===== config.mk =====
export PLATFORM = sky130hd
export DESIGN_NAME = sync_ram
export DESIGN_NICKNAME = d
export VERILOG_FILES = /design/src/rtl/sync_ram_pkg.sv /design/src/rtl/sync_ram_array.sv /design/src/rtl/sync_ram.sv
export SDC_FILE = /design/constraint.sdc
export NUM_CORES = 2
export LEC_CHECK = 0
export BUFFER_PORTS_ARGS = -buffer_cell sky130_fd_sc_hd__buf_4
export CORE_ASPECT_RATIO = 1.75
export CORE_UTILIZATION = 45
export CTS_BUF_LIST = sky130_fd_sc_hd__clkbuf_4
export DETAILED_ROUTE_END_ITERATION = 6
export GPL_ROUTABILITY_DRIVEN = 0
export SETUP_SLACK_MARGIN = 0.15
export SYNTH_ARGS = -nofsm -noshare
export SYNTH_HDL_FRONTEND = slang
export SYNTH_HIERARCHICAL = 1
export SYNTH_SLANG_ARGS = --single-unit

===== constraint.sdc =====
create_clock -name clk -period 5.4 [get_ports clk]
set_clock_uncertainty 0.1 [all_clocks]
set_input_delay 0.81 -clock clk [delete_from_list [all_inputs] [get_ports clk]]
set_output_delay 0.81 -clock clk [all_outputs]
set_load 0.01 [all_outputs]

===== src/rtl/sync_ram_pkg.sv =====
// Shared sizing helpers, reset polarity and response-buffer state type for sync_ram.
// Latency: n/a (constants and pure functions only).
// Backpressure: n/a.
package sync_ram_pkg;

  // Reset is asserted when rst carries this level.
  localparam logic RST_ACTIVE = 1'b0;

  // One-entry response buffer occupancy.
  typedef enum logic {
    BUF_EMPTY = 1'b0,
    BUF_FULL  = 1'b1
  } buf_state_t;

  // Number of byte lanes in a data word.
  function automatic int strb_width(input int data_width);
    return data_width / 8;
  endfunction

  // Index width for the storage array; a single-word RAM still needs one bit.
  function automatic int idx_width(input int depth);
    return (depth > 1) ? $clog2(depth) : 1;
  endfunction

endpackage


===== src/rtl/sync_ram_array.sv =====
// Word storage with per-byte write enables and a registered read port.
// Latency: write commits at the enabled edge; read data appears one edge after the enabled read.
// Backpressure: none; rdata holds its value on every cycle en is low.
module sync_ram_array
  import sync_ram_pkg::*;
#(
  parameter int DATA_WIDTH = 32,
  parameter int DEPTH      = 100
) (
  input  logic                              clk,
  input  logic                              en,
  input  logic                              we,
  input  logic [strb_width(DATA_WIDTH)-1:0] wstrb,
  input  logic [idx_width(DEPTH)-1:0]       idx,
  input  logic [DATA_WIDTH-1:0]             wdata,
  output logic [DATA_WIDTH-1:0]             rdata
);

  localparam int STRB_W = strb_width(DATA_WIDTH);

  logic [DATA_WIDTH-1:0] mem [DEPTH];

  // Byte-masked write, or registered read; rdata only moves on an enabled read.
  always_ff @(posedge clk) begin
    if (en) begin
      if (we) begin
        for (int b = 0; b < STRB_W; b++) begin
          if (wstrb[b]) begin
            mem[idx][8*b +: 8] <= wdata[8*b +: 8];
          end
        end
      end else begin
        rdata <= mem[idx];
      end
    end
  end

endmodule


===== src/rtl/sync_ram.sv =====
// Windowed data RAM on the CPU bus with valid/ready request and response channels.
// Latency: one cycle from request accept to rsp_valid; one request per cycle at full rate.
// Backpressure: a held response (rsp_valid && !rsp_ready) drops req_ready until it pops.
module sync_ram
  import sync_ram_pkg::*;
#(
  parameter int                    DATA_WIDTH = 32,
  parameter int                    DEPTH      = 100,
  parameter int                    ADDR_WIDTH = 32,
  parameter logic [ADDR_WIDTH-1:0] BASE_ADDR  = '0
) (
  input  logic                              clk,
  input  logic                              rst,
  input  logic                              req_valid,
  output logic                              req_ready,
  input  logic                              req_we,
  input  logic [ADDR_WIDTH-1:0]             req_addr,
  input  logic [DATA_WIDTH-1:0]             req_wdata,
  input  logic [strb_width(DATA_WIDTH)-1:0] req_wstrb,
  output logic                              rsp_valid,
  input  logic                              rsp_ready,
  output logic [DATA_WIDTH-1:0]             rsp_rdata,
  output logic                              rsp_err
);

  localparam int                    IDX_W   = idx_width(DEPTH);
  localparam logic [ADDR_WIDTH-1:0] DEPTH_A = ADDR_WIDTH'(DEPTH);

  buf_state_t            state_q;
  buf_state_t            state_d;
  logic                  in_reset;
  logic                  accept;
  logic                  pop;
  logic                  in_win;
  logic [ADDR_WIDTH-1:0] offset;
  logic [IDX_W-1:0]      idx;
  logic                  rsp_err_q;
  logic                  rsp_rd_q;
  logic [DATA_WIDTH-1:0] arr_rdata;

  // Window test done as subtract-then-compare so BASE_ADDR + DEPTH never has to fit in ADDR_WIDTH.
  assign offset = req_addr - BASE_ADDR;
  assign in_win = (req_addr >= BASE_ADDR) && (offset < DEPTH_A);
  assign idx    = offset[IDX_W-1:0];

  assign in_reset  = (rst == RST_ACTIVE);
  assign rsp_valid = (state_q == BUF_FULL);
  assign req_ready = !in_reset && (!rsp_valid || rsp_ready);
  assign accept    = req_valid && req_ready;
  assign pop       = rsp_valid && rsp_ready;

  // Only in-window accepts touch the array, so out-of-window writes leave storage intact.
  sync_ram_array #(
    .DATA_WIDTH (DATA_WIDTH),
    .DEPTH      (DEPTH)
  ) u_array (
    .clk   (clk),
    .en    (accept && in_win),
    .we    (req_we),
    .wstrb (req_wstrb),
    .idx   (idx),
    .wdata (req_wdata),
    .rdata (arr_rdata)
  );

  // Response buffer occupancy register.
  always_ff @(posedge clk) begin
    if (in_reset) begin
      state_q <= BUF_EMPTY;
    end else begin
      state_q <= state_d;
    end
  end

  // Buffer next state: fill on accept, drain on a pop with no simultaneous accept.
  always_comb begin
    state_d = state_q;
    case (state_q)
      BUF_EMPTY: if (accept) state_d = BUF_FULL;
      BUF_FULL:  if (pop && !accept) state_d = BUF_EMPTY;
      default:   state_d = BUF_EMPTY;
    endcase
  end

  // Capture the response kind at accept; held unchanged while the response stalls.
  always_ff @(posedge clk) begin
    if (in_reset) begin
      rsp_err_q <= 1'b0;
      rsp_rd_q  <= 1'b0;
    end else if (accept) begin
      rsp_err_q <= !in_win;
      rsp_rd_q  <= in_win && !req_we;
    end
  end

  // Read data is only forwarded for in-window reads; writes, errors and an empty buffer give 0.
  assign rsp_rdata = (rsp_valid && rsp_rd_q) ? arr_rdata : '0;
  assign rsp_err   = rsp_valid && rsp_err_q;

endmodule


==> Yosys cells after proc, flatten, opt, wreduce, memory -nomap -nowiden <==
Memory sizes are Yosys's and may differ from the RTL's. A register that Yosys moved wholly into a read port is not among the register bits.
Index checks and enable logic that the tools add are counted.
{ "word_totals": {"regBits": 3, "mem_bits_rw": 3200, "out_inout_bits": 35, "elab_cells": 43, "n_memories": 1} }
{ "memory_table": {"columns": ["name", "depth", "width", "read_ports", "rd_clocked_by_memory_dff", "wr", "line", "source"], "rows": [
  ["u_array.mem", 100, 32, 1, 1, 1, "sync_ram_array.sv:21", "logic [DATA_WIDTH-1:0] mem [DEPTH];"]
]} }
{ "op_classes": {"magnitude_cmp": 2, "n_mux": 20, "bitwise_logic": 2, "reduce_logical": 15} }
{ "op_table": {"columns": ["op", "count"], "rows": [
  ["greater-or-equal comparator 32 x 1 -> 1 bit (second input constant)", 1],
  ["less-than comparator 32 x 7 -> 1 bit (second input constant)", 1],
  ["2-to-1 mux 32 bit", 1],
  ["2-to-1 mux 1 bit", 18],
  ["logical AND 1 bit", 9],
  ["logical NOT 1 bit", 4],
  ["NOT 1 bit", 2],
  ["one-hot mux 1 bit (2 select lines)", 1],
  ["AND reduction 2 bit", 1],
  ["logical OR 1 bit", 1]
]} }

==> Depth between registers and ports, before layout <==
{ "depth": {"ltp_word": 8, "ltp_mapped": 12, "depth_no_buf": 6} }

==> Hierarchy <==
Netlist, hierarchy kept.
{ "by_module_without_submodules": {"columns": ["module", "n_inst", "cells_per_inst", "area_per_inst_um2", "seq_area_each_um2"], "rows": [
  ["sync_ram_array", 1, 7459, 125576.7, 97053.1],
  ["sync_ram", 1, 65, 461.7, 60.1]
]} }

==> Worst setup path before layout <==
OpenSTA, ideal clock, no wires.
{ "synth_timing": {"kind": "in2reg", "start": "input req_addr[27]", "end": "register u_array.rdata[0], read port of u_array.mem (enable)", "setup_ps": 425, "arrival_time_ps": 3121, "required_time_ps": 4875, "path_slack_ps": 1754, "cell_stages": 5, "path_cell_list": "nor4_1 > nand4_1 > nor3_1 > clkbuf_1 > nor2b_1"} }
{ "synth_via": {"elab_chain_cells": 4, "elab_cells_between_ends": 5, "classes_between": "2 x order compare; 3 x reduce/logical"} }
{ "synth_rtl": {"columns": ["item", "line", "source"], "rows": [
  ["start: declaration", "sync_ram.sv:17", "input logic [ADDR_WIDTH-1:0] req_addr,"],
  ["greater-or-equal comparator 32 x 1 -> 1 bit / less-than comparator 32 x 7 -> 1 bit (equally long branches)", "sync_ram.sv:43", "assign in_win = (req_addr >= BASE_ADDR) && (offset < DEPTH_A);"],
  ["logical AND 1 bit *", "sync_ram.sv:43", null],
  ["logical AND 1 bit *", "sync_ram.sv:58", ".en (accept && in_win),"],
  ["AND reduction 2 bit (no line) *", null, null],
  ["end: declaration", "sync_ram_array.sv:16", "output logic [DATA_WIDTH-1:0] rdata"]
]} }
Mark *: on every way between the ends. The rest lies on a longest branch, timed or not.
A chain may end at the register's enable or synchronous reset.

==> Worst setup path after layout <==
{ "layout_timing": {"start": "input req_addr[6]", "end": "memory u_array.mem[61][18] (enable)"} }
{ "layout_via": {"elab_chain_cells": 5, "elab_cells_between_ends": 6, "classes_between": "2 x order compare; 2 x mux; 2 x reduce/logical"} }
{ "layout_rtl": {"columns": ["item", "line", "source"], "rows": [
  ["greater-or-equal comparator 32 x 1 -> 1 bit / less-than comparator 32 x 7 -> 1 bit (equally long branches)", "sync_ram.sv:43", null],
  ["logical AND 1 bit", "sync_ram.sv:43", null],
  ["logical AND 1 bit", "sync_ram.sv:58", null],
  ["2-to-1 mux 1 bit", "sync_ram_array.sv:25", "if (en) begin"],
  ["2-to-1 mux 1 bit (not written as such)", "sync_ram_array.sv:29", "mem[idx][8*b +: 8] <= wdata[8*b +: 8];"],
  ["end: declaration", "sync_ram_array.sv:21", null]
]} }
Several ways; a longest one is shown, not always the timed one.

==> reports/qor.yml <==
run_status:
  status: "finished with violations"
  violations: "design-rule violations"
yosys:
  ys_types: 82
  synth_seq_area_share_pct: 77.1
  synthCells: 7524
  syn-num-nets: 7597
  avgSynthCellArea_um2: 16.8
  ys.warnings.count: 6
  synth_top_family_by_area: "compound AO/OA/AOI/OAI gates"
  synthesis.area_mm2: 0.126
  async_flop_share_pct: 0
  synth-adder-area-share_pct: 0
  synthXorXnorAreaFrac_pct: 0
  synth-compound-area-share_pct: 12.2
  synth_edf_count: 3232
  synthFlopType: "edfxtp_1"
  synth_simple_gate_area_share_pct: 3.86
  synthMuxAreaShare_pct: 4.65
  ys_ff_latch: 3235
global_routing:
  grt_usage_pct: 33.7
  grt_start_max_net_pins: 101
  grt_pass1_wl_mm: 659
  grt_pass1_vias: 82619
  antenna_found_initial: 41
  grt_remaining_overflow: 0
clocking:
  cts_hold_buf: 42
  cts_made_buffers: 702
  htree_levels: 6
  clock_latency_ns: 1.44
  root_buffer: "clkbuf_4"
  cts_resized: 0
  post_cts_buffers: 0
  clk_pin_slew_ns: 0.07
  cts.sinks: 3235
  cts_buffer_depth: 4
  cts_tree: "yes"
route:
  wl_per_cell_um: 38.5
  drt-pass1-iter-count: 7
  totalWireLength_mm: 486
  drt_iter0_markers: 12770
  num_vias: 85021
  drt.antenna.violating_nets: 0
  via_per_inst: 6.74
  drc: 5
cells_and_area:
  fin_area_mm2: 0.144
  final_common_cell: "edfxtp_1"
  nets: 8545
  final_cell_mix: "edfxtp_1 (3,232), clkbuf_4 (1,022), buf_4 (733)"
  drive_gt1_share_pct: 23.4
  area_growth_pct: 14.2
  multiInputGateArea_mm2: 0.0263
  fillCellCount: 22807
  seq_area_mm2: 0.0971
timing:
  finalCriticalPeriod_ns: 4.70
  slew_headroom_pct: 4.89
  tightestPinTransition_ns: 1.42
  fin_tns_setup_ns: 0
  finalCritPeriodShare_pct: 87.1
  fmax_mhz: 213
  setup_violations: 0
  rsz0062_at_grt: "no"
  hold_viol: 0
  finalMaxSlewViolations: 0
place:
  dp_hpwl_mm: 305
  io_buffers: 107
  place_area_mm2: 0.135
pwr:
  vdd_drop_max_uv: 178
  leakage_nw: 46.9
  power.density_mw_per_mm2: 343
floorplan:
  die_w_um: 402
  coreArea_mm2: 0.278
  design.portCount: 108
  rows: 256
  die_y_um: 702
  start_util_pct: 45.3
  dieArea_mm2: 0.282
setup_path:
  cp.arrival_ns: 5.61
  max_stage_delay_ns: 1.09
  path_max_fanout: 14
  crit_required_ns: 6.31
  path_delay_family: "simple AND/OR/NAND/NOR gates"
  crit_path_start_kind: "input pin"
  crit_path_top_delay_cell: "nor2_1"
  critical_path_class: "input pin to flop"
  endpoint_kind: "flop"
  crit_buf_inv: 3
  path_cells: "dlygate4sd3_1 > buf_4 > nand2b_2 > nor2_1 > buf_4 > nand2_1 > nor2_1"
hold_path:
  min_path_type: "input pin to flop"
flow_run:
  maxCapViolations: 0
[report_power, final]
group / total, mW / internal [mW] / switching (mW)
registers: 27.6 / 27.6 / 0.000533
clock network: 18.4 / 9.00 / 9.42
logic: 3.42 / 0.888 / 2.53
[worst reg2reg max path, delay by kind of cell, from the launching register on]
family	cells	cell delay [ns]
AND/OR/NAND/NOR	5	2.18
buffers and inverters	3	1.09
flip-flops	1	0.32
[final timing paths]
path                                           from  depth (start not counted)  slack [ns]             endpoint
worst max-delay path                    req_addr[6]                          7        0.70  u_array/mem[61][18]
worst min-delay path                   req_wstrb[3]                          4        0.21  u_array/mem[16][24]
worst max register to register            rsp_valid                          8        1.38   u_array/mem[59][0]
worst min register to register  u_array/mem[22][30]                          3        0.52    u_array/rdata[30]
[logic make-up (layout without fill, tap and decap cells)]
group	Yosys count	count (layout)
simple gates	1105	1105
other cells	0	32
compound gates	2068	2068
buf+inv	607	2060
mux	509	509
flops	3235	3235
[Yosys cell counts (all sizes together), types with 11 or more instances]
cell / n / area share (%)
a2111oi: 12 / 0.088
a211o: 20 / 0.14
a211oi: 38 / 0.23
a21oi: 282 / 1.1
a221o: 11 / 0.087
a221oi: 510 / 3.6
a22o: 135 / 0.94
a22oi: 357 / 2.1
a31oi: 11 / 0.055
and2: 11 / 0.055
and3: 42 / 0.21
buf: 382 / 1.6
clkbuf: 218 / 0.65
edfxtp: 3232 / 77
mux2: 91 / 0.81
mux2i: 366 / 2.9
mux4: 52 / 0.93
nand2: 294 / 0.88
nand2b: 34 / 0.17
nand3: 28 / 0.11
nor2: 532 / 1.6
nor2b: 54 / 0.27
nor3: 41 / 0.16
nor4: 13 / 0.088
o21ai: 200 / 0.79
o221ai: 93 / 0.65
o22a: 46 / 0.32
o22ai: 197 / 0.98
o2bb2ai: 15 / 0.10
o311ai: 25 / 0.17
o31ai: 11 / 0.066
or3: 13 / 0.065
[through the flow]
step / hold WS [ns] / utilization [%] / std cells / total power, mW / setup slack [ns]
finish: 0.206 / 51.8 / 12621 / 49.4 / 0.699
CTS: 0.0393 / 51.8 / 12589 / 49.5 / 1.28
global route: 0.123 / 51.8 / 12594 / 50.7 / 1.02
detailed placement: 0.472 / 48.5 / 11338 / 31.4 / 0.316
global placement: 0.444 / 48.5 / 11337 / 31.4 / 0.322
floorplan: 0.448 / - / 7524 / 29.6 / 1.75
[flip-flops by register name, summed over array words and instances (netlist names)]
register	flops
rsp_valid	1
rsp_err_q	1
rsp_rd_q	1
u_array/mem	3200
u_array/rdata	32
[per-layer routing]
metal	wire length [um]	track usage, %	vias to the layer above
met5	283	0	-
met2	228000	53.8	6977
met4	47300	28.6	40
met3	54000	7.58	1783
li1	-	-	33242
met1	156000	38.7	42979
[layout make-up]
cell class / count / area share, %
Antenna cell: 32 / 0.0556
Clock buffer: 1022 / 5.33
Clock inverter: 187 / 0.670
Inverter: 7 / 0.0322
Multi-Input combinational cell: 3682 / 18.3
Sequential cell: 3235 / 67.4
Tap cell: 3612 / 3.14
Timing Repair Buffer: 844 / 5.05
(Power assumes the default switching activity.)
